[src/rtl/char_sequencer_if.sv]
// ----------------------------------------------------------------------------
// char_sequencer_if
// Host-side bundle for char_sequencer.
//   master : host logic. Drives writes and playback controls, sees status.
//   slave  : the sequencer. Drives char/char_idx/count/full/wrap.
// Signals:
//   wr_en, wr_data  append one ASCII byte to the message buffer
//   clr             synchronous clear of the buffer; stops playback
//   run             level, 1 = play the message in a loop
//   dwell           ticks each character is shown (0 behaves as 1)
//   char            ASCII code to the decoder, 8'h00 = blank
//   char_idx        buffer index currently shown
//   count, full     number of stored characters, count == DEPTH
//   wrap            one-cycle pulse when playback returns to index 0
// ----------------------------------------------------------------------------
interface char_sequencer_if #(
   parameter int DEPTH = 8
);
   localparam int IW = $clog2(DEPTH);

   logic          wr_en;
   logic [7:0]    wr_data;
   logic          clr;
   logic          run;
   logic [3:0]    dwell;
   logic [7:0]    char;
   logic [IW-1:0] char_idx;
   logic [IW:0]   count;
   logic          full;
   logic          wrap;

   modport master (
      output wr_en, wr_data, clr, run, dwell,
      input  char, char_idx, count, full, wrap
   );

   modport slave (
      input  wr_en, wr_data, clr, run, dwell,
      output char, char_idx, count, full, wrap
   );
endinterface

[src/rtl/char_sequencer.sv]
// ----------------------------------------------------------------------------
// char_sequencer
// Stores a short ASCII message and plays it back one character at a time on
// an 8-bit char bus for the seven-segment decoder. Each character is shown
// for max(dwell,1) ticks, then blanked for one tick so repeated letters stay
// distinguishable. The message loops while run is high.
// Ports:
//   clk    system clock, rising edge
//   rst_n  asynchronous active-low reset
//   bus    char_sequencer_if.slave (write port, controls, char output, status)
// Parameters:
//   DEPTH     message buffer entries (power of two, >= 2)
//   PRESCALE  clock cycles per timing tick (>= 1)
// ----------------------------------------------------------------------------
module char_sequencer #(
   parameter int DEPTH    = 8,
   parameter int PRESCALE = 1000
) (
   input  logic             clk,
   input  logic             rst_n,
   char_sequencer_if.slave  bus
);
   localparam int IW = $clog2(DEPTH);
   localparam int CW = IW + 1;
   localparam int PW = (PRESCALE > 1) ? $clog2(PRESCALE) : 1;

   typedef enum logic [1:0] {IDLE, SHOW, GAP} state_t;

   state_t        state_q, state_d;
   logic [7:0]    char_q, char_d;
   logic [IW-1:0] idx_q, idx_d;
   logic [CW-1:0] count_q, count_d;
   logic          full_q, full_d;
   logic          wrap_q, wrap_d;
   logic [PW-1:0] presc_q, presc_d;
   logic [3:0]    dcnt_q, dcnt_d;
   logic [3:0]    dwell_q, dwell_d;

   logic [7:0]    mem_q [DEPTH];

   logic          tick;
   logic          last;
   logic          wr_ok;
   logic [3:0]    dwell_eff;

   assign tick      = (presc_q == PW'(PRESCALE - 1));
   // Wrap decision uses the count visible at the GAP-exit edge, so bytes
   // appended during playback join the loop.
   assign last      = (CW'(idx_q) == count_q - CW'(1));
   assign wr_ok     = bus.wr_en && !full_q && !bus.clr;
   assign dwell_eff = (bus.dwell == 4'd0) ? 4'd1 : bus.dwell;

   // Buffer contents are deliberately not reset.
   always_ff @(posedge clk) begin
      if (wr_ok) mem_q[count_q[IW-1:0]] <= bus.wr_data;
   end

   // State and registered outputs
   always_ff @(posedge clk or negedge rst_n) begin
      if (!rst_n) begin
         state_q <= IDLE;
         char_q  <= 8'h00;
         idx_q   <= '0;
         count_q <= '0;
         full_q  <= 1'b0;
         wrap_q  <= 1'b0;
         presc_q <= '0;
         dcnt_q  <= 4'd0;
         dwell_q <= 4'd0;
      end else begin
         state_q <= state_d;
         char_q  <= char_d;
         idx_q   <= idx_d;
         count_q <= count_d;
         full_q  <= full_d;
         wrap_q  <= wrap_d;
         presc_q <= presc_d;
         dcnt_q  <= dcnt_d;
         dwell_q <= dwell_d;
      end
   end

   // Next-state logic. clr beats run=0, which beats tick-driven moves.
   always_comb begin
      state_d = state_q;
      if (bus.clr) begin
         state_d = IDLE;
      end else begin
         case (state_q)
            IDLE: if (bus.run && count_q != '0) state_d = SHOW;
            SHOW: begin
               if (!bus.run)                               state_d = IDLE;
               else if (tick && dcnt_q == dwell_q - 4'd1)  state_d = GAP;
            end
            GAP: begin
               if (!bus.run)  state_d = IDLE;
               else if (tick) state_d = SHOW;
            end
            default: state_d = IDLE;
         endcase
      end
   end

   // Output / datapath logic
   always_comb begin
      char_d  = char_q;
      idx_d   = idx_q;
      wrap_d  = 1'b0;
      presc_d = presc_q;
      dcnt_d  = dcnt_q;
      dwell_d = dwell_q;

      if (state_d == IDLE) begin
         char_d  = 8'h00;
         idx_d   = '0;
         presc_d = '0;
         dcnt_d  = 4'd0;
      end else if (state_q == IDLE) begin
         // Start of playback: no wrap pulse on the initial start.
         idx_d   = '0;
         char_d  = mem_q[0];
         presc_d = '0;
         dcnt_d  = 4'd0;
         dwell_d = dwell_eff;
      end else begin
         presc_d = tick ? '0 : presc_q + PW'(1);
         if (state_q == SHOW && state_d == GAP) begin
            char_d = 8'h00;
            dcnt_d = 4'd0;
         end else if (state_q == SHOW && tick) begin
            dcnt_d = dcnt_q + 4'd1;
         end else if (state_q == GAP && state_d == SHOW) begin
            idx_d   = last ? '0 : idx_q + IW'(1);
            wrap_d  = last;
            char_d  = mem_q[idx_d];
            dcnt_d  = 4'd0;
            dwell_d = dwell_eff;
         end
      end
   end

   // Buffer fill level
   always_comb begin
      count_d = count_q;
      if (bus.clr)    count_d = '0;
      else if (wr_ok) count_d = count_q + CW'(1);
      full_d = (count_d == CW'(DEPTH));
   end

   assign bus.char     = char_q;
   assign bus.char_idx = idx_q;
   assign bus.count    = count_q;
   assign bus.full     = full_q;
   assign bus.wrap     = wrap_q;
endmodule

[src/flat_wrapper.sv]
// flat-port wrapper written by rule: the top's interface ports become plain ports
module char_sequencer_flat 
#(
   parameter int DEPTH    = 8,
   parameter int PRESCALE = 1000
)
  (clk, rst_n, bus_wr_en, bus_wr_data, bus_clr, bus_run, bus_dwell, bus_char, bus_char_idx, bus_count, bus_full, bus_wrap);
  char_sequencer_if #(.DEPTH(DEPTH)) bus_i ();
  input  logic clk;
  input  logic rst_n;
  input wire logic [$bits(bus_i.wr_en)-1:0] bus_wr_en;
  input wire logic [$bits(bus_i.wr_data)-1:0] bus_wr_data;
  input wire logic [$bits(bus_i.clr)-1:0] bus_clr;
  input wire logic [$bits(bus_i.run)-1:0] bus_run;
  input wire logic [$bits(bus_i.dwell)-1:0] bus_dwell;
  output wire logic [$bits(bus_i.char)-1:0] bus_char;
  output wire logic [$bits(bus_i.char_idx)-1:0] bus_char_idx;
  output wire logic [$bits(bus_i.count)-1:0] bus_count;
  output wire logic [$bits(bus_i.full)-1:0] bus_full;
  output wire logic [$bits(bus_i.wrap)-1:0] bus_wrap;
  assign bus_i.wr_en = bus_wr_en;
  assign bus_i.wr_data = bus_wr_data;
  assign bus_i.clr = bus_clr;
  assign bus_i.run = bus_run;
  assign bus_i.dwell = bus_dwell;
  assign bus_char = bus_i.char;
  assign bus_char_idx = bus_i.char_idx;
  assign bus_count = bus_i.count;
  assign bus_full = bus_i.full;
  assign bus_wrap = bus_i.wrap;
  char_sequencer #(.DEPTH(DEPTH), .PRESCALE(PRESCALE)) u_core (.clk(clk), .rst_n(rst_n), .bus(bus_i));
endmodule
[config.mk]
export PLATFORM = sky130hd
export DESIGN_NAME = char_sequencer_flat
export DESIGN_NICKNAME = d
export VERILOG_FILES = /design/src/rtl/char_sequencer_if.sv /design/src/rtl/char_sequencer.sv /design/src/flat_wrapper.sv
export SDC_FILE = /design/constraint.sdc
export NUM_CORES = 1
export LEC_CHECK = 0
export ABC_AREA = 1
export CAP_MARGIN = 10
export CORE_MARGIN = 1.5
export CORE_UTILIZATION = 59
export DETAILED_ROUTE_END_ITERATION = 8
export HOLD_SLACK_MARGIN = 0.15
export PLACE_DENSITY = 0.8
export SLEW_MARGIN = 20
export SYNTH_ARGS = -nofsm -noshare
export SYNTH_HDL_FRONTEND = slang
export SYNTH_SLANG_ARGS = --single-unit
[constraint.sdc]
create_clock -name clk -period 2.21 [get_ports clk]
set_input_delay 0.442 -clock clk [delete_from_list [all_inputs] [get_ports clk]]
set_output_delay 0.442 -clock clk [all_outputs]
set_load 0.005 [all_outputs]
Word-level counts from Yosys, hierarchy flattened
Memories as Yosys holds them, arrays and structs flattened.
Cells that the tools add are included.
- bits of input ports: 17
- memories kept: 1
- output and inout bits: 17
- register bits after elaboration: 37
- word-level logic and storage cells: 90
- bits in writable memories: 64
- memories (memory ; depth ; width ; rd ports ; clocked after Yosys merged registers in ; write ports ; RTL line ; source):
    u_core.mem_q ; 8 ; 8 ; 2 ; 0 ; 1 ; char_sequencer.sv:39 ; logic [7:0] mem_q [DEPTH];
- reduce and logical (&&, ||, !) cells: 20
- bitwise operators: 1
- add/subtract/negate cells: 6
- muxes and demuxes: 40
- equality and inequality tests: 13
- operators by type and width (operator ; number):
    2-to-1 mux 4 bit ; 12
    2-to-1 mux 8 bit ; 5
    2-to-1 mux 10 bit ; 3
    2-to-1 mux 3 bit ; 6
    2-to-1 mux 2 bit ; 6
    adder 10 x 1 -> 10 bit, second input constant ; 1
    equality test 10 bit, second input constant ; 1
    adder 4 x 1 -> 4 bit, second input constant ; 2
    nonzero test 4 bit ; 2
    subtractor 4 x 1 -> 4 bit, second input constant ; 2
    logical AND 1 bit ; 7
    2-to-1 mux 1 bit ; 7
    inequality test 3 x 1 -> 1 bit, second input constant ; 2
    one-hot mux 2 bit (3 select lines) ; 1
    nonzero test 5 bit ; 1
    equality test 2 x 1 -> 1 bit, second input constant ; 2
    equality test 2 bit, second input constant ; 2
    equality test 3 x 4 -> 1 bit ; 1
    equality test 4 bit ; 1
    equality test 4 bit, second input constant ; 1
    zero test 2 bit ; 2
    zero test 4 bit ; 1
    inequality test 2 x 1 -> 1 bit, second input constant ; 2
    inequality test 4 x 1 -> 1 bit, second input constant ; 1
    other kinds (8) ; 9

Depth between registers and ports, before layout
- depth in word-level cells: 14
- mapped depth: 18
- depth with buffers taken out: 18

Worst setup path before layout
Ideal clock, no wire load.
- kind: flip-flop to flip-flop
- start point: reg u_core.count_q[0] (netlist: u_core.bus.count[0])
- end point: reg u_core.char_q[6] (netlist: u_core.bus.char[6])
- setup slack: 0.197 ns
- setup time: 0.117 ns
- path buffers: 1
- clock period less this slack: 2.013 ns
- data required time: 2.093 ns
- arrival: 1.896 ns
- stages on the path, launching flop included: 15
- cell sequence: dfrtp_1 -> inv_1 -> ha_1 -> xnor2_1 -> nor2_1 -> nand3_4 -> nand2_4 -> buf_4 -> nand3_1 -> nand2_1 -> nand2_1 -> nand3_1 -> nand2_1 -> nand2_1 -> nand2_1
- longest elaborated chain between the ends: 10
- elaborated cells between the ends (all ways): 22
- those cells by class: add/sub: 1; eq/ne: 4; mux: 9; reduce/logical: 7; memory: 1
- ends and longest elaborated chain (what ; RTL line ; source):
    start, declared ; char_sequencer.sv:32 ; logic [CW-1:0] count_q, count_d;
    start signal, assigned ; char_sequencer.sv:74 ; count_q <= count_d;
    branches (longest 10 deep; another with memory (8 x 8 bit)) ; -- ;
    end signal, assigned ; char_sequencer.sv:72 ; char_q <= char_d;
    end, declared ; char_sequencer.sv:30 ; logic [7:0] char_q, char_d;
Several ways; the timed one is not identified. The select of a mux whose other input is x is not followed.
A chain may end at the register's enable or synchronous reset.

Worst setup path after layout
- start point: reg u_core.count_q[2] (netlist: u_core.bus.count[2])
- end point: reg u_core.char_q[7] (netlist: u_core.bus.char[7])
The elaborated chain is that of the path after synthesis.

==> reports/results.ini <==
[global_route]
grt_use_total=0.247
antenna_found_initial=0
grt_max_degree=38
grt_pass1_wl_mm=16.4
first_global_vias=3563
grt_overflow_total=0

[power]
power.switching_mw=1.06
leakage_nw=2.63
power_frac_seq=0.554
power-per-cell-area_mw_per_mm2=640
ir_drop_mv=0.529
combPwrFrac=0.130
fin_total_pwr_mw=3.79
pwr-share-clk=0.316
intPower_mw=2.73
swShare=0.280

[worst_setup_path]
start_kind=flip-flop
cp_slowest_cell=dfrtp_1
rr_endpoint=u_core.bus.char[7]
r2r_slack_ns=-0.06
slowest_delay_ns=0.50
cp.arrival_ns=2.54
worstSetupPathType=flip-flop to flip-flop
crit_family=simple AND/OR/NAND/NOR gates
path_cells=nor2_1 > nand2_1 > nand2_1 > nand2_1 > inv_2 > nand3_4 > buf_6 > nand2_8 > buf_6 > nand3_2 > nand2_1 > nand2_1 > nand3_2 > nand2_1 > nand2_1 > nand2_1
endpoint_kind=flip-flop
r2r_cells=16
r2r-start=u_core.bus.count[2]
cp_num_buf_inv=3
critical_path.most_common_cell=nand2_1
worst-endpoint-required_ns=2.48
crit_path_max_fanout=8

[worst_hold_path]
hold_path_class=input pin to asynchronous set/reset pin

[timing]
rsz0062_at_grt=true
slew_viol_final=0
finalWorstSetupSlack_ns=-0.0602
worst_pin_slew_ns=0.824
slew-limit-headroom=0.451
fin_skew_ns=0.0170
hold_violations=0
min_period_over_period=1.03
whs_ns=0.139
clock.fmax_mhz=440
min_period_ns=2.27
setup_violations=5

[floorplan]
dieArea_mm2=0.00867
ios=34
coreArea_mm2=0.00781
die_h_um=93.1
placementRows=32
start_util=0.614
die_w_um=93.1

[logic_synthesis]
synthMuxAreaShare=0
synth_ff_type=edfxtp_1
syn_inst=507
avgSynthCellArea_um2=9.45
synthAdderAreaFrac=0.0157
synth_edf_count=64
syn_nets=530
yosys_warnings=0
synth_seq_cells=101
synth_cell_types=36
synthXorXnorAreaFrac=0.0183
synth_top_family_by_area=simple AND/OR/NAND/NOR gates
synth-compound-area-share=0.0212
yosysSeqAreaShare=0.594
synth_area_mm2=0.00479
synthSimpleGateAreaFrac=0.301
async_flop_share=0.366

[route]
postRouteWirelength_mm=11.7
via_count=3987
ant_nets=0
remaining_drc_errors=0
viasPerCell=5.79
wirelength_met1_mm=4.55
wl_per_cell_um=16.9
met3WireLength_um=868
initialDrtViolationCount=374
top_layer=met4
dr.pass1.iters=6
met2_length_mm=5.83

[place]
io_buffers=33
globalplace.congestion=0.858
preCtsSetupSlack_ns=-0.0650
dp_hpwl_mm=6.81

[job]
maxCapViolations=0

[run_status]
outcome=finished, violations left
violations=setup timing

[cts]
cts_buffers=9
tritoncts=done
clock-sinks=101
clkLatencyLatePin_ns=0.38
clk_pin_slew_ns=0.11
root_buffer=clkbuf_8
clockBufferDepth=2
h-tree-depth=3

[layout]
layout-area-overhead-vs-synth_pct=23.7
final_nets=605
final_core_util=0.759
antenna_cells=0
layout-drive-gt1-share=0.181

[cell type report]
cell class              count  area [um^2]
flip-flops and latches    101         2850
fillers                   505         1880
multi-input cells         351         1780
repair buffers             76          778
inverters                  43          175
well taps                 102          128
clock buffers               9          124
clock inverters             7         88.8
[through the flow]
step / std cells / cell area [um^2] / setup TNS, ns
finish: 689 / 5930 / -0.135
global route: 689 / 5930 / -0.926
CTS: 667 / 5560 / 0
detailed placement: 651 / 5340 / -0.0650
global placement: 651 / 5340 / 0
floorplan: 507 / 4790 / 0
[power by group through the flow]
stage | Combinational, mW | Sequential, mW | Clock, mW
final | 0.492 | 2.10 | 1.20
after detailed placement | 0.416 | 2.14 | 0
after global placement | 0.398 | 2.14 | 0
after global routing | 0.548 | 2.10 | 1.28
after floorplan | 0.265 | 2.14 | 0
after CTS | 0.419 | 2.10 | 1.21
[synth_stat cells (2+ instances only)]
cell type / count / area [um^2]
a21oi_1: 3 / 15.0
buf_2: 3 / 15.0
buf_4: 4 / 30.0
clkbuf_1: 3 / 11.3
dfrtp_1: 37 / 926
edfxtp_1: 64 / 1920
ha_1: 6 / 75.1
inv_1: 34 / 128
inv_2: 7 / 26.3
nand2_1: 165 / 619
nand2_2: 6 / 37.5
nand2_4: 2 / 22.5
nand3_1: 92 / 460
nor2_1: 29 / 109
nor2_2: 8 / 50.1
nor2_4: 3 / 33.8
nor3_1: 6 / 30.0
nor4_1: 3 / 18.8
o21ai_0: 4 / 20.0
o21ai_1: 4 / 20.0
xnor2_1: 3 / 26.3
xor2_1: 7 / 61.3
[metal layers]
| metal | global-route usage | vias to the layer above |
|---|---|---|
| met4 | 0.0934 | 0 |
| met1 | 0.312 | 1887 |
| met2 | 0.426 | 205 |
| met3 | 0.0407 | 48 |
| li1 | - | 1847 |
| met5 | 0 | - |
[worst reg2reg max path: cells and delay by family, from the launching register on]
kind | cells | cell delay, ns
buf+inv | 3 | 0.42
simple gates | 13 | 1.24
flops | 1 | 0.50
[kinds of logic after synthesis]
group | after synthesis
AND/OR/NAND/NOR | 319
AO/OA/AOI/OAI | 16
adder cells (fa/ha/maj) | 6
XOR/XNOR | 10
flip-flops | 101
buffers and inverters | 55
[state kept, by name (all words and copies together), names as in the netlist]
name                 flops
u_core.dcnt_q            4
u_core.bus.char          8
u_core.dwell_q           4
u_core.presc_q          10
u_core.mem_q            64
u_core.bus.char_idx      3
u_core.bus.wrap          1
u_core.bus.count         4
u_core.bus.full          1
u_core.state_q           2
[repair_timing]
action | CTS | global route
hold buffers | 0 | 0
endpoints found under the setup margin | 0 | 22
buffers inserted | 0 | 18
gates resized for setup | 0 | 32
[worst max path at each step]
stage,slack (ns),depth (start not counted),startpoint,to
after CTS,0.03,14,u_core.bus.count[0],u_core.bus.char[7]
after global placement,0.07,13,bus_wr_en,u_core.bus.full
after detailed placement,-0.06,13,bus_wr_en,u_core.bus.full
final,-0.06,16,u_core.bus.count[2],u_core.bus.char[7]
after floorplan,0.20,14,u_core.bus.count[0],u_core.bus.char[6]
after global routing,-0.17,17,u_core.bus.count[1],u_core.bus.char[7]
[cells in the final DEF (no fill, tap or decap), types with 7 or more instances in the layout]
| cell | instances |
|---|---|
| nand2_1 | 163 |
| nand3_1 | 87 |
| edfxtp_1 | 64 |
| dfrtp_1 | 37 |
| inv_1 | 32 |
| clkdlybuf4s50_1 | 32 |
| buf_4 | 31 |
| nor2_1 | 27 |
| nor2_2 | 10 |
| inv_2 | 9 |
| clkbuf_8 | 9 |
| xor2_1 | 7 |
| nand2_2 | 7 |
No activity file was read; power rests on OpenSTA's default activity.
